===== config.mk =====
export PLATFORM = sky130hd
export DESIGN_NAME = seg7_item_scroller
export DESIGN_NICKNAME = d
export VERILOG_FILES = /design/src/rtl/seg7_pkg.sv /design/src/rtl/seg7_item_scroller_tick_gen.sv /design/src/rtl/seg7_item_scroller.sv
export SDC_FILE = /design/constraint.sdc
export NUM_CORES = 1
export LEC_CHECK = 0
export CORE_ASPECT_RATIO = 1.5
export CORE_MARGIN = 4
export CORE_UTILIZATION = 35
export CTS_CLUSTER_SIZE = 8
export DETAILED_ROUTE_END_ITERATION = 16
export PLACE_DENSITY_LB_ADDON = 0.05
export SLEW_MARGIN = 25
export SYNTH_ARGS = -nofsm -noshare
export SYNTH_HDL_FRONTEND = slang
export SYNTH_SLANG_ARGS = --single-unit

===== constraint.sdc =====
create_clock -name clk -period 5.2 [get_ports clk]
set_clock_uncertainty 0.2 [all_clocks]
set_input_delay 1.04 -clock clk [delete_from_list [all_inputs] [get_ports clk]]
set_output_delay 1.04 -clock clk [all_outputs]
set_load 0.01 [all_outputs]

===== src/rtl/seg7_pkg.sv =====
// Glyph encodings, item codes and the per-item message table
// shared by the seven-segment item scroller.
package seg7_pkg;

   typedef logic [6:0] glyph_t;

   localparam glyph_t GLY_BLANK = 7'b1111111;
   localparam glyph_t GLY_A     = 7'b0001000;
   localparam glyph_t GLY_B     = 7'b0000011;
   localparam glyph_t GLY_C     = 7'b1000110;
   localparam glyph_t GLY_D     = 7'b0100001;
   localparam glyph_t GLY_E     = 7'b0000110;
   localparam glyph_t GLY_F     = 7'b0001110;
   localparam glyph_t GLY_H     = 7'b0001001;
   localparam glyph_t GLY_I     = 7'b1001111;
   localparam glyph_t GLY_L     = 7'b1000111;
   localparam glyph_t GLY_N     = 7'b0101011;
   localparam glyph_t GLY_O     = 7'b1000000;
   localparam glyph_t GLY_P     = 7'b0001100;
   localparam glyph_t GLY_R     = 7'b0101111;
   localparam glyph_t GLY_S     = 7'b0010010;
   localparam glyph_t GLY_T     = 7'b0000111;

   localparam logic [2:0] ITEM_TABLE = 3'b000;
   localparam logic [2:0] ITEM_PEN   = 3'b001;
   localparam logic [2:0] ITEM_BAD0  = 3'b010;
   localparam logic [2:0] ITEM_DOLL  = 3'b011;
   localparam logic [2:0] ITEM_FISH  = 3'b100;
   localparam logic [2:0] ITEM_CHAIR = 3'b101;
   localparam logic [2:0] ITEM_HAT   = 3'b110;
   localparam logic [2:0] ITEM_BAD1  = 3'b111;

   function automatic logic item_valid(input logic [2:0] upc);
      return !((upc == ITEM_BAD0) || (upc == ITEM_BAD1));
   endfunction

   // Slots past the end of a message, and undefined items, read blank.
   function automatic glyph_t msg_glyph(input logic [2:0] upc,
                                        input int unsigned slot);
      glyph_t g;
      g = GLY_BLANK;
      case (upc)
         ITEM_TABLE:
            case (slot)
               0: g = GLY_T;
               1: g = GLY_A;
               2: g = GLY_B;
               3: g = GLY_L;
               4: g = GLY_E;
               default: g = GLY_BLANK;
            endcase
         ITEM_PEN:
            case (slot)
               0: g = GLY_P;
               1: g = GLY_E;
               2: g = GLY_N;
               default: g = GLY_BLANK;
            endcase
         ITEM_DOLL:
            case (slot)
               0: g = GLY_D;
               1: g = GLY_O;
               2: g = GLY_L;
               3: g = GLY_L;
               default: g = GLY_BLANK;
            endcase
         ITEM_FISH:
            case (slot)
               0: g = GLY_F;
               1: g = GLY_I;
               2: g = GLY_S;
               3: g = GLY_H;
               default: g = GLY_BLANK;
            endcase
         ITEM_CHAIR:
            case (slot)
               0: g = GLY_C;
               1: g = GLY_H;
               2: g = GLY_A;
               3: g = GLY_I;
               4: g = GLY_R;
               default: g = GLY_BLANK;
            endcase
         ITEM_HAT:
            case (slot)
               0: g = GLY_H;
               1: g = GLY_A;
               2: g = GLY_T;
               default: g = GLY_BLANK;
            endcase
         default: g = GLY_BLANK;
      endcase
      return g;
   endfunction

endpackage


===== src/rtl/seg7_item_scroller_tick_gen.sv =====
// Step divider: pulses tick once every TICK_DIV clocks;
// clr restarts the count so a new item gets a full first step.
module tick_gen #(
   parameter int TICK_DIV = 25000000
) (
   input  logic clk,
   input  logic reset,
   input  logic clr,
   output logic tick
);

   localparam int CNT_W = (TICK_DIV > 1) ? $clog2(TICK_DIV) : 1;
   localparam logic [CNT_W-1:0] CNT_MAX = CNT_W'(TICK_DIV - 1);

   logic [CNT_W-1:0] r_cnt;
   logic             w_at_max;

   assign w_at_max = (r_cnt == CNT_MAX);
   assign tick     = w_at_max;

   // Free-running modulo-TICK_DIV counter with restart.
   always_ff @(posedge clk) begin
      if (reset || clr) begin
         r_cnt <= '0;
      end else if (w_at_max) begin
         r_cnt <= '0;
      end else begin
         r_cnt <= r_cnt + 1'b1;
      end
   end

endmodule


===== src/rtl/seg7_item_scroller.sv =====
// Item-code message display: static, marquee-scrolled or blinked
// across NUM_DIGITS active-low HEX digits, with registered outputs.
module seg7_item_scroller
   import seg7_pkg::*;
#(
   parameter int NUM_DIGITS = 6,
   parameter int MSG_LEN    = 8,
   parameter int TICK_DIV   = 25000000
) (
   input  logic                         clk,
   input  logic                         reset,
   input  logic [2:0]                   upc,
   input  logic                         scroll_en,
   input  logic                         blink_en,
   output logic [NUM_DIGITS-1:0][6:0]   hex,
   output logic                         valid,
   output logic [$clog2(MSG_LEN)-1:0]   pos
);

   localparam int OFF_W = $clog2(MSG_LEN);
   localparam logic [OFF_W-1:0] OFF_MAX = OFF_W'(MSG_LEN - 1);

   logic [2:0]                 r_upc_q;
   logic [OFF_W-1:0]           r_off;
   logic                       r_hid;
   logic [NUM_DIGITS-1:0][6:0] r_hex;
   logic                       r_valid;

   logic                       w_chg;
   logic                       w_tick_raw;
   logic                       w_tick;
   logic [NUM_DIGITS-1:0][6:0] w_hex;

   // Both addends are below MSG_LEN, so one subtract wraps the ring.
   function automatic int unsigned slot_of(input logic [OFF_W-1:0] off,
                                           input int d);
      int s;
      s = int'(off) + (NUM_DIGITS - 1 - d);
      if (s >= MSG_LEN) begin
         s = s - MSG_LEN;
      end
      return $unsigned(s);
   endfunction

   assign w_chg  = (upc != r_upc_q);
   assign w_tick = w_tick_raw && !w_chg;

   tick_gen #(
      .TICK_DIV (TICK_DIV)
   ) u_tick (
      .clk   (clk),
      .reset (reset),
      .clr   (w_chg),
      .tick  (w_tick_raw)
   );

   // Item latch plus scroll offset and blink phase sequencing.
   always_ff @(posedge clk) begin
      if (reset) begin
         r_upc_q <= 3'b000;
         r_off   <= '0;
         r_hid   <= 1'b0;
      end else begin
         r_upc_q <= upc;
         if (w_chg || !scroll_en) begin
            r_off <= '0;
         end else if (w_tick) begin
            r_off <= (r_off == OFF_MAX) ? '0 : r_off + 1'b1;
         end
         if (w_chg || !blink_en) begin
            r_hid <= 1'b0;
         end else if (w_tick) begin
            r_hid <= !r_hid;
         end
      end
   end

   // Select the glyph window for the current offset and phase.
   always_comb begin
      w_hex = '1;
      for (int d = 0; d < NUM_DIGITS; d++) begin
         w_hex[d] = r_hid ? GLY_BLANK
                          : msg_glyph(r_upc_q, slot_of(r_off, d));
      end
   end

   // Register the segment drive and item-valid flag.
   always_ff @(posedge clk) begin
      if (reset) begin
         r_hex   <= '1;
         r_valid <= 1'b0;
      end else begin
         r_hex   <= w_hex;
         r_valid <= item_valid(r_upc_q);
      end
   end

   assign hex   = r_hex;
   assign valid = r_valid;
   assign pos   = r_off;

endmodule

==> run metrics, run 1 <==
status completed; Setup Crit Path Kind reg2reg; WL/cell 22.38 um; post-CTS setup buffer count 0; CTS Buf Count 9; Arr. time, crit path 3.61 ns; Worst EP required 5.21 ns; htree depth 3; P&R area growth vs syn 18.10%; Syn Nets 701; RSZ-0062 raised after global routing no; diode count 0; critical path launch point pos[1]; Slew headroom 29.58%; Netlist cell types 72; FF+latch count, synth 75; largest net degree at the start of global routing 33; Mean Syn Cell Area 7.432 sq um; CTS tree yes; share of cells above drive strength 1 6.277%; final cycle utilization of the critical path 69.20%; Leak 0.002150 uW; Synth area leaders dfxtp_1 (30%), nor2_1 (6.5%), a21oi_1 (5.0%); routed vias 5571; total core area 0.01412 sq mm; Commonest cells post-synth nor2_1 (88), dfxtp_1 (75), a21oi_1 (51); Setup TNS 0 ns; clock sinks 75; Cells after Synth 681; post-place instance area 0.005655 sq mm; die width 106.2 um; Ys Warns 0; hold violation total from the final report 0; Root Driver clkbuf_16; mean number of vias per cell 6.239; VDD IR max 0.1401 mV; Starting DRT DRC Count 497; Yosys top cell by area dfxtp_1; Worst Setup Start Kind flop; Post-CTS Hold Buffers 0; Initial Util 35.83%; EDFF count, synth 0; Post-Syn Area 0.005061 sq mm; Ports 53; Residual DRC 0; Primary FF master, synth dfxtp_1; Pre-antenna DRT Iters 5; Worst-Margin Slew 1.052 ns; first-pass GRT wire length 30.72 mm; row cnt 53; post-layout min period 3.598 ns; Crit. End Element flop; PwrDens 256.0 mW/mm^2; Nets 716; initial antenna violation count 0; Final Instance Count excl. Fillers 893; Reg clk slew, reported paths 0.06 ns; Layout Cell Area excl Fill 0.005977 sq mm; beginning of the worst hold path u_tick.r_cnt[0]; worst-skew pair later-pin latency 0.34 ns; DP HPWL 13.83 mm; Die ar. 0.01649 sq mm; Routability Congestion 0.9560; clock tree buffer depth 2; Port-buffer cells 52; Max-cap violations 0; fillers 1463; r2r startpoint pos[1]; Routed Antenna Nets 0; worst-path maximum fanout 24; total track usage 24.19%; Seq/Total Area, Yosys 29.67%; count leader, synth nor2_1; setup violators final 0; worst hold path type reg2reg; flop-to-flop setup slack 1.60 ns; vias in the first global route 5338; Max Slew Vio Count 0; Final Routed Wirelength 19.99 mm; CTS resizes 0; GR Overflow Total 0; Placed Instances 877; worst hold slack 0.2747 ns; top cell type's share of synthesized area 29.67%; FMAX 0.2779 GHz; die height 155.3 um; Async SR Flop Fraction 0%
metal layers:
metal / vias up / share of wire (%) / wire [um] / global-route usage [%]
li1: 2522 / - / - / -
met5: - / 0 / 0 / 0
met3: 84 / 7.3 / 1457 / 4.857
met4: 0 / 5.5 / 1092 / 12.90
met2: 324 / 48 / 9561 / 40.80
met1: 2641 / 39 / 7878 / 28.72
cells by family (layout without fill, tap and decap cells):
logic type,Yosys count,count (layout),share of synthesized area (%)
compound gates,213,213,27.79
xor+xnor,27,27,4.672
fa+ha+maj,13,13,3.214
buf+inv,77,97,6.625
flops,75,75,29.67
mux,5,5,1.014
simple gates,271,271,27.02
layout make-up:
type | instances | area, sq um | area share (%)
Timing Repair Buffer | 65 | 618.1 | 10.34
Inverter | 16 | 60.06 | 1.005
Sequential cell | 75 | 1501 | 25.12
Tap cell | 192 | 240.2 | 4.019
Clock buffer | 10 | 229.0 | 3.831
Clock inverter | 6 | 90.09 | 1.507
Multi-Input combinational cell | 529 | 3238 | 54.18
power by group:
part           total (uW)  internal (uW)  switching [uW]
clock network         690            422             269
registers             621            604            17.3
logic                 218           96.6             122
total                1530           1120             408
placed cells by master, fill, tap and decap left out, drive strengths merged, types with 5 or more instances in the layout:
| master | instances |
|---|---|
| a211oi | 6 |
| a21o | 5 |
| a21oi | 51 |
| a221oi | 7 |
| a22oi | 8 |
| a31oi | 12 |
| and3 | 9 |
| buf | 13 |
| clkbuf | 10 |
| clkdlybuf4s50 | 52 |
| dfxtp | 75 |
| ha | 13 |
| inv | 15 |
| nand2 | 40 |
| nand2b | 13 |
| nand3 | 28 |
| nand3b | 5 |
| nand4 | 9 |
| nor2 | 88 |
| nor2b | 14 |
| nor3 | 29 |
| nor4 | 6 |
| o2111ai | 7 |
| o211ai | 10 |
| o21ai | 50 |
| o22ai | 10 |
| o31ai | 11 |
| or3 | 9 |
| or4 | 5 |
| xnor2 | 5 |
| xor2 | 22 |
stage by stage:
step                      total power (uW)  setup WS (ns)  util (%)
final                                 1530          1.602     42.32
after floorplan                      741.4          2.444         -
after global routing                  1581          1.442     42.32
after detailed placement             848.9          1.722     40.04
after CTS                             1536          1.714     42.30
after global placement               851.0          1.783     40.04
critical path: stages, from the launching register on:
cell and delay, ns:
dfxtp_1 0.56, ha_1 0.57, ha_1 0.73, inv_1 0.36, or3_1 0.49, a221oi_1 0.38, o211ai_1 0.15
sequential cells by signal (all words and copies together), names as in the netlist:
register      cells
u_tick.r_cnt     25
r_hid             1
pos               3
hex              42
r_upc_q           3
valid             1
final timing paths:
check                     to  depth (start not counted)
max                  hex[29]                          6
min          u_tick.r_cnt[0]                          1
max reg2reg          hex[29]                          6
min reg2reg  u_tick.r_cnt[0]                          1
No activity file was read; power rests on OpenSTA's default activity.
==> inputs of run 2 (changes only) <==
clock period = 3 ns   (was 5.2 ns; I/O delays follow)
==> run metrics, run 2 (synthesized netlist as in run 1, its figures left out) <==
Pre-antenna DRT Iters 7 (was 5); share of cells above drive strength 1 12.13% (was 6.277%); wl on met1 7.952 mm (was 7.878 mm); Nets 765 (was 716); Arr. time, crit path 2.75 ns (was 3.61 ns); total core area 0.01412 sq mm (unchanged); Worst EP required 3.01 ns (was 5.21 ns); dpl ws 0.1926 ns (was 1.722 ns); routed vias 5693 (was 5571); DP HPWL 14.90 mm (was 13.83 mm); Root Driver clkbuf_16 (unchanged); flip-flop count of the largest register after layout 42 (unchanged); FMAX 0.3654 GHz (was 0.2779 GHz); post-layout min period 2.736 ns (was 3.598 ns); Reg clk slew, reported paths 0.06 ns (about the same); CTS tree yes (unchanged); Setup TNS 0 ns (unchanged); mean number of vias per cell 6.044 (was 6.239); Final Routed Wirelength 20.37 mm (was 19.99 mm); Residual DRC 0 (unchanged); CTS resizes 0 (unchanged); Post-CTS Hold Buffers 0 (unchanged); Crit. End Element flop (unchanged); RSZ-0062 raised after global routing no (unchanged); final core occ 44.89% (was 42.32%); max layer used met4 (unchanged); CTS Buf Count 9 (unchanged); Leak 0.002394 uW (was 0.002150 uW); initial antenna violation count 0 (unchanged); Max-cap violations 0 (unchanged); Placed Instances 926 (was 877); met2 wire length 9.976 mm (was 9.561 mm); VDD IR max 0.2998 mV (was 0.1401 mV); most common cell after layout, fill and taps aside nor2_1 (unchanged); post-CTS setup buffer count 0 (unchanged); status completed (unchanged); setup violators final 0 (unchanged); Max Slew Vio Count 0 (unchanged); final cycle utilization of the critical path 91.22% (was 69.20%); Routed Antenna Nets 0 (unchanged); PwrDens 419.6 mW/mm^2 (was 256.0 mW/mm^2); Starting DRT DRC Count 534 (was 497); WL met3 1.354 mm (was 1.457 mm); GR Overflow Total 0 (unchanged); clock sinks 75 (unchanged); Worst-Margin Slew 0.9243 ns (was 1.052 ns); Initial Util 35.83% (unchanged); worst-skew pair later-pin latency 0.34 ns (about the same); row cnt 53 (unchanged); hold violation total from the final report 0 (unchanged); P&R area growth vs syn 25.29% (was 18.10%); worst hold path type reg2reg (unchanged); WL/cell 21.63 um (was 22.38 um); Worst Setup Start Kind flop (unchanged); Routability Congestion 0.9521 (was 0.9560); Port-buffer cells 52 (unchanged); clock tree buffer depth 2 (unchanged); largest net degree at the start of global routing 34 (was 33); die height 155.3 um (unchanged); vias in the first global route 5607 (was 5338); Final Instance Count excl. Fillers 942 (was 893); most frequent cells in the layout nor2_1 (88), dfxtp_1 (75), buf_4 (61) (was nor2_1 (88), dfxtp_1 (75), clkdlybuf4s50_1 (52)); die width 106.2 um (unchanged); Die ar. 0.01649 sq mm (unchanged); Setup Crit Path Kind reg2reg (unchanged); diode count 0 (unchanged); Ports 53 (unchanged); first-pass GRT wire length 31.61 mm (was 30.72 mm); total track usage 24.62% (was 24.19%); final worst slack 0.2635 ns (was 1.602 ns); Slew headroom 37.90% (was 29.58%); worst-path maximum fanout 13 (was 24); worst hold slack 0.2722 ns (was 0.2747 ns); htree depth 3 (unchanged)
## run 2: final cells by class
| class | count | area, sq um |
|---|---|---|
| Fill cell | 1490 | 7784 |
| Multi-Input combinational cell | 529 | 3224 |
| Sequential cell | 75 | 1501 |
| Timing Repair Buffer | 114 | 998.5 |
| Tap cell | 192 | 240.2 |
| Clock buffer | 10 | 229.0 |
| Clock inverter | 6 | 87.58 |
| Inverter | 16 | 60.06 |
## run 2: path summary, 6_finish.rpt
check | from | endpoint | slack [ns] | cells past startpoint
worst max-delay path | pos[1] | hex[14] | 0.26 | 9
worst min-delay path | u_tick.r_cnt[0] | u_tick.r_cnt[0] | 0.27 | 1
worst max register to register | pos[1] | hex[14] | 0.26 | 9
worst min register to register | u_tick.r_cnt[0] | u_tick.r_cnt[0] | 0.27 | 1
## run 2: power by group
part	leakage [uW]	switching, uW	internal, uW
clock	0.000157	455	731
sequential	0.000618	19.2	1050
combinational	0.00162	222	187
total	0.00239	696	1960
## run 2: stage by stage
stage	cell area, sq um	total power [uW]
3_5_place_dp	6025	1492
6_report	6341	2660
4_1_cts	6341	2687
5_1_grt	6341	2755
3_3_place_gp	6025	1496
2_1_floorplan	5061	1285
## run 2: per-layer routing
| layer | vias to the layer above | global-route usage, % |
|---|---|---|
| li1 | 2619 | - |
| met1 | 2692 | 29.26 |
| met2 | 293 | 42.49 |
| met3 | 89 | 3.902 |
| met4 | 0 | 12.65 |
| met5 | - | 0 |
## run 2: critical path, cell delays in order (launching register included)
cell and delay [ns]:
dfxtp_1 0.46, buf_4 0.20, ha_1 0.51, buf_4 0.27, buf_4 0.14, nor2b_1 0.26, a21o_1 0.16, mux2i_1 0.06
a211oi_1 0.24, nand3_1 0.10
